`config.mk`:
```
export PLATFORM = sky130hd
export DESIGN_NAME = rs_encoder
export DESIGN_NICKNAME = d
export VERILOG_FILES = /design/src/rtl/rs_encoder_pkg.sv /design/src/rtl/rs_encoder_gf16_cmul.sv /design/src/rtl/rs_encoder.sv
export SDC_FILE = /design/constraint.sdc
export NUM_CORES = 1
export LEC_CHECK = 0
export CAP_MARGIN = 25
export CORE_MARGIN = 2
export CORE_UTILIZATION = 52
export DETAILED_ROUTE_END_ITERATION = 12
export GPL_TIMING_DRIVEN = 0
export PLACE_DENSITY_LB_ADDON = 0.15
export RECOVER_POWER = 50
export SYNTH_ARGS = -nofsm -noshare
export SYNTH_HDL_FRONTEND = slang
export SYNTH_SLANG_ARGS = --single-unit
```
`constraint.sdc`:
```
create_clock -name clk -period 1.85 [get_ports clk]
set_input_delay 0.4625 -clock clk [delete_from_list [all_inputs] [get_ports clk]]
set_output_delay 0.4625 -clock clk [all_outputs]
set_load 0.05 [all_outputs]
```
`src/rtl/rs_encoder_pkg.sv`:
```
// Shared constants, state encoding and GF(16) helper for the RS(15,11) encoder.
// Field is GF(16) with primitive polynomial x^4+x+1.
package rs_encoder_pkg;

    localparam int N     = 15;
    localparam int K     = 11;
    localparam int SYM_W = 4;

    // g(x) = x^4 + G3 x^3 + G2 x^2 + G1 x + G0, roots alpha^1..alpha^4
    localparam logic [SYM_W-1:0] G3 = 4'd13;
    localparam logic [SYM_W-1:0] G2 = 4'd12;
    localparam logic [SYM_W-1:0] G1 = 4'd8;
    localparam logic [SYM_W-1:0] G0 = 4'd7;

    // Index i holds the coefficient feeding parity register r_i.
    localparam logic [SYM_W-1:0] GEN_COEF [4] = '{G0, G1, G2, G3};

    localparam logic [3:0] MSG_LAST_CNT = 4'(K - 1);
    localparam logic [3:0] PAR_LAST_CNT = 4'(N - K - 1);

    typedef enum logic {
        MSG    = 1'b0,
        PARITY = 1'b1
    } state_t;

    // Multiply by alpha: shift up one degree, fold x^4 back as x+1.
    function automatic logic [SYM_W-1:0] gf_xtime(input logic [SYM_W-1:0] a);
        return {a[2:0], 1'b0} ^ (a[3] ? 4'h3 : 4'h0);
    endfunction

endpackage

```
`src/rtl/rs_encoder_gf16_cmul.sv`:
```
// Constant multiplier over GF(16); with C fixed at elaboration this reduces
// to a small XOR network.
module gf16_cmul
    import rs_encoder_pkg::*;
#(
    parameter logic [SYM_W-1:0] C = 4'h1
) (
    input  logic [SYM_W-1:0] a,
    output logic [SYM_W-1:0] y
);

    logic [SYM_W-1:0] pow_a;

    always_comb begin
        y     = '0;
        pow_a = a;
        for (int i = 0; i < SYM_W; i++) begin
            if (C[i]) begin
                y = y ^ pow_a;
            end
            pow_a = gf_xtime(pow_a);
        end
    end

endmodule

```
`src/rtl/rs_encoder.sv`:
```
// Systematic RS(15,11) encoder: passes 11 message symbols through, then emits
// the 4 parity symbols from an LFSR divider, all through one output register.
module rs_encoder
    import rs_encoder_pkg::*;
(
    input  logic             clk,
    input  logic             reset_n,
    input  logic             in_valid,
    output logic             in_ready,
    input  logic [SYM_W-1:0] in_data,
    output logic             out_valid,
    input  logic             out_ready,
    output logic [SYM_W-1:0] out_data,
    output logic             out_last
);

    state_t           state_reg;
    logic [3:0]       cnt_reg;
    logic [SYM_W-1:0] r_reg   [4];
    logic [SYM_W-1:0] r_msg   [4];
    logic [SYM_W-1:0] r_shift [4];
    logic [SYM_W-1:0] prod    [4];
    logic [SYM_W-1:0] fb;
    logic             out_valid_reg;
    logic [SYM_W-1:0] out_data_reg;
    logic             out_last_reg;
    logic             load;

    assign load      = !out_valid_reg || out_ready;
    assign in_ready  = load && (state_reg == MSG);
    assign out_valid = out_valid_reg;
    assign out_data  = out_data_reg;
    assign out_last  = out_last_reg;

    assign fb = in_data ^ r_reg[3];

    // r_msg: next parity on a message accept; r_shift: parity drain step.
    genvar gi;
    generate
        for (gi = 0; gi < 4; gi++) begin : g_lfsr
            gf16_cmul #(.C(GEN_COEF[gi])) u_cmul (
                .a (fb),
                .y (prod[gi])
            );
            if (gi == 0) begin : g_low
                assign r_msg[gi]   = prod[gi];
                assign r_shift[gi] = '0;
            end else begin : g_up
                assign r_msg[gi]   = r_reg[gi-1] ^ prod[gi];
                assign r_shift[gi] = r_reg[gi-1];
            end
        end
    endgenerate

    always_ff @(posedge clk or negedge reset_n) begin
        if (!reset_n) begin
            state_reg     <= MSG;
            cnt_reg       <= '0;
            for (int i = 0; i < 4; i++) begin
                r_reg[i] <= '0;
            end
            out_valid_reg <= 1'b0;
            out_data_reg  <= '0;
            out_last_reg  <= 1'b0;
        end else if (load) begin
            case (state_reg)
                MSG: begin
                    out_last_reg <= 1'b0;
                    if (in_valid) begin
                        r_reg         <= r_msg;
                        out_data_reg  <= in_data;
                        out_valid_reg <= 1'b1;
                        if (cnt_reg == MSG_LAST_CNT) begin
                            state_reg <= PARITY;
                            cnt_reg   <= '0;
                        end else begin
                            cnt_reg <= cnt_reg + 4'd1;
                        end
                    end else begin
                        // Bubble: current symbol drains, LFSR untouched.
                        out_valid_reg <= 1'b0;
                    end
                end
                PARITY: begin
                    r_reg         <= r_shift;
                    out_data_reg  <= r_reg[3];
                    out_valid_reg <= 1'b1;
                    out_last_reg  <= (cnt_reg == PAR_LAST_CNT);
                    if (cnt_reg == PAR_LAST_CNT) begin
                        state_reg <= MSG;
                        cnt_reg   <= '0;
                    end else begin
                        cnt_reg <= cnt_reg + 4'd1;
                    end
                end
                default: begin
                    state_reg <= MSG;
                end
            endcase
        end
    end

endmodule

```
==> impl_metrics.tcl <==
set metrics [dict create \
    synthFlopType "dfrtp_1" \
    grt_use_total 0.224 \
    clockRootBuffer "clkbuf_4" \
    p_int_w 0.00199 \
    postSynthCellCount 151 \
    startpoint_type "primary input" \
    die_area_sq_mm 0.00343 \
    fillers 219 \
    yosysSeqAreaShare 0.436 \
    synth_commonest_cells "dfrtp_1 (27), o21ai_0 (15), nand2_1 (14), nor2_1 (14), or3_1 (10)" \
    p_sw_frac 0.445 \
    dieWidth_um 58.6 \
    clockPowerShare 0.074 \
    drv_slew 0 \
    p_per_area_mw_per_mm2 1920 \
    post-place-ws_ps -642 \
    path_clk_slew_ps 160 \
    vdd_drop_max_mv 0.722 \
    worst_setup_path_end_kind "flip-flop" \
    die_h_um 58.6 \
    hold_viol_final 0 \
    grt_pass1_wl_um 5800 \
    clock_skew_ps 7.40 \
    grt_max_degree 21 \
    worstPathArrival_ps 2030 \
    fin_nets 187 \
    largest_reg_flops 16 \
    ys.warnings.count 0 \
    synth_top_area_frac 0.436 \
    multiInputGateArea_sq_um 866 \
    path_class "in -> reg" \
    setup_viol 0 \
    cts_buffers 3 \
    postSynthAreaPerCell_sq_um 10.3 \
    drive_gt1_frac 0.159 \
    route.detailed.drc 1 \
    cts_max_level 1 \
    slowest_delay_ps 610 \
    path_buf_inv 1 \
    cp_slowest_cell "clkdlybuf4s50_1" \
    grt_overflow 0 \
    core_area_sq_mm 0.00281 \
    cts_buffer_depth 2 \
    wl_per_cell_um 16.3 \
    ys_async_sr_fraction 1.00 \
    cts_tree "done" \
    rrSetupSlack_ps 170 \
    synth_edf_count 0 \
    violations "DRC" \
    synth.most_common_cell "dfrtp_1" \
    clk-insertion-delay-late_ps 330 \
    crit_required_ps 2090 \
    hp-class "in -> async" \
    drtPass1Iterations 8 \
    ios 15 \
    syn_area_sq_mm 0.00155 \
    timing.fmax_mhz 558 \
    vias 1201 \
    p_comb_frac 0.615 \
    ys_types 35 \
    final_cells 207 \
    power_leakage_nw 0.828 \
    crit_chain "clkdlybuf4s50_1, xnor2_4, xnor3_1, nor3b_1, o31a_1" \
    relSlewSlack 0.662 \
    synthToLayoutAreaGrowth_pct 20.1 \
    yosysTopAreaCell "dfrtp_1" \
    fin_ws_ps 58.3 \
    rsz0062_at_grt "no" \
    start_util 0.553 \
    wirelength_um 3370 \
    synth-seq-cells 27 \
    period_minus_slack_ps 1790 \
    worst-path-max-fanout 3 \
    via_per_inst 5.80 \
    place_congestion 0.763 \
    drt_iter0_drc 74 \
    status "complete, but fails checks" \
    r2r-end "cnt_reg[3]$_DFFE_PN0P_" \
    finalCritPeriodShare 0.968 \
    antenna_found_initial 0 \
    io_buffer_count 14 \
    cts.sinks 27 \
    rr_startpoint "state_reg$_DFFE_PN0N_" \
    grt_pass1_vias 1212 \
    fp-row-count 19 \
    cap_violations 0 \
    rr_worst_depth 6 \
    cp_top_family "buffers and inverters" \
    dp_hpwl_um 2290 \
    seq_area_sq_um 677 \
    synthesis.nets 161 \
    yosys-top-cells-area "dfrtp_1 (44%), o21ai_0 (4.8%), mux2i_1 (4.5%), xnor2_1 (4.5%), or3_1 (4.0%)" \
    detail-route-antenna-nets 0 \
    worst-slew-pin-transition_ps 508 \
    p_seq_frac 0.311 \
    switchingPower_w 0.00159 \
    dp_cells 197 \
    antenna_cells 0 \
]
[power by group through the flow]
| stage | combinational, W | sequential [W] | clock, W |
|---|---|---|---|
| 2_1_floorplan | 0.00141 | 0.00124 | 0 |
| 3_3_place_gp | 0.00195 | 0.00110 | 0 |
| 3_5_place_dp | 0.00200 | 0.00113 | 0 |
| 4_1_cts | 0.00210 | 0.00112 | 0.000277 |
| 5_1_grt | 0.00242 | 0.00115 | 0.000299 |
| 6_report | 0.00220 | 0.00111 | 0.000264 |
[timing repair]
| action | CTS | global route |
|---|---|---|
| hold buffers | 0 | 0 |
| gates cloned | 0 | 0 |
| pin swaps | 2 | 1 |
| gates resized for setup | 20 | 13 |
| buffers inserted | 3 | 3 |
| setup endpoints to repair | 17 | 22 |
[how the worst max path moves through the flow]
stage	slack [ps]	end	startpoint	cells past startpoint
3_5_place_dp	-640	in_ready	state_reg$_DFFE_PN0N_	4
4_1_cts	-130	in_ready	state_reg$_DFFE_PN0N_	4
6_report	60	r_reg[7]$_DFFE_PN0P_	in_data[3]	5
2_1_floorplan	130	r_reg[4]$_DFFE_PN0P_	out_valid$_DFFE_PN0N_	5
5_1_grt	4	in_ready	out_ready	4
3_3_place_gp	-600	in_ready	state_reg$_DFFE_PN0N_	4
[final cells by class]
| cell class | count | share of cell area |
|---|---|---|
| clock buffers | 3 | 0.0121 |
| multi-input cells | 116 | 0.465 |
| well taps | 31 | 0.0208 |
| clock inverters | 1 | 0.00269 |
| repair buffers | 21 | 0.106 |
| flip-flops and latches | 27 | 0.364 |
| plain buffers | 6 | 0.0262 |
| inverters | 2 | 0.00403 |
[cell families after synthesis]
group	Yosys count	share of synthesized area
AOI/OAI and AO/OA	35	0.144
xor gates and xnor gates	19	0.164
adders and majority gates	2	0.0161
buffers and inverters	8	0.0242
DFF	27	0.436
muxes	7	0.0452
and+or+nand+nor	53	0.170
[metal layers]
layer / vias to the layer above / wire length (um) / global-route usage
met1: 586 / 1500 / 0.303
met3: 2 / 146 / 0.0330
met4: 0 / 21 / 0.0617
met5: - / 0 / 0
li1: 586 / - / -
met2: 27 / 1700 / 0.379
[metrics by stage]
step / hold WS, ps / setup TNS, ps / util / cell area (sq um) / power [W]
2_1_floorplan: 167 / 0 / - / 1550 / 0.00265
5_1_grt: 471 / 0 / 0.664 / 1860 / 0.00387
3_5_place_dp: 474 / -9580 / 0.623 / 1750 / 0.00313
3_3_place_gp: 463 / -10670 / 0.617 / 1730 / 0.00305
6_report: 463 / 0 / 0.664 / 1860 / 0.00358
4_1_cts: 412 / -132 / 0.651 / 1830 / 0.00350
[placed cells by master, fill, tap and decap left out, drive strengths merged, types with 5 or more instances in the layout]
cell type and instances:
a22o 5, clkdlybuf4s50 6, xnor2 13, nor2 14, buf 10, mux2i 7, nand2 14, dlygate4sd2 6
o21ai 15, a31oi 7, clkbuf 7, or3 10, dfrtp 27
(Power assumes the default switching activity.)
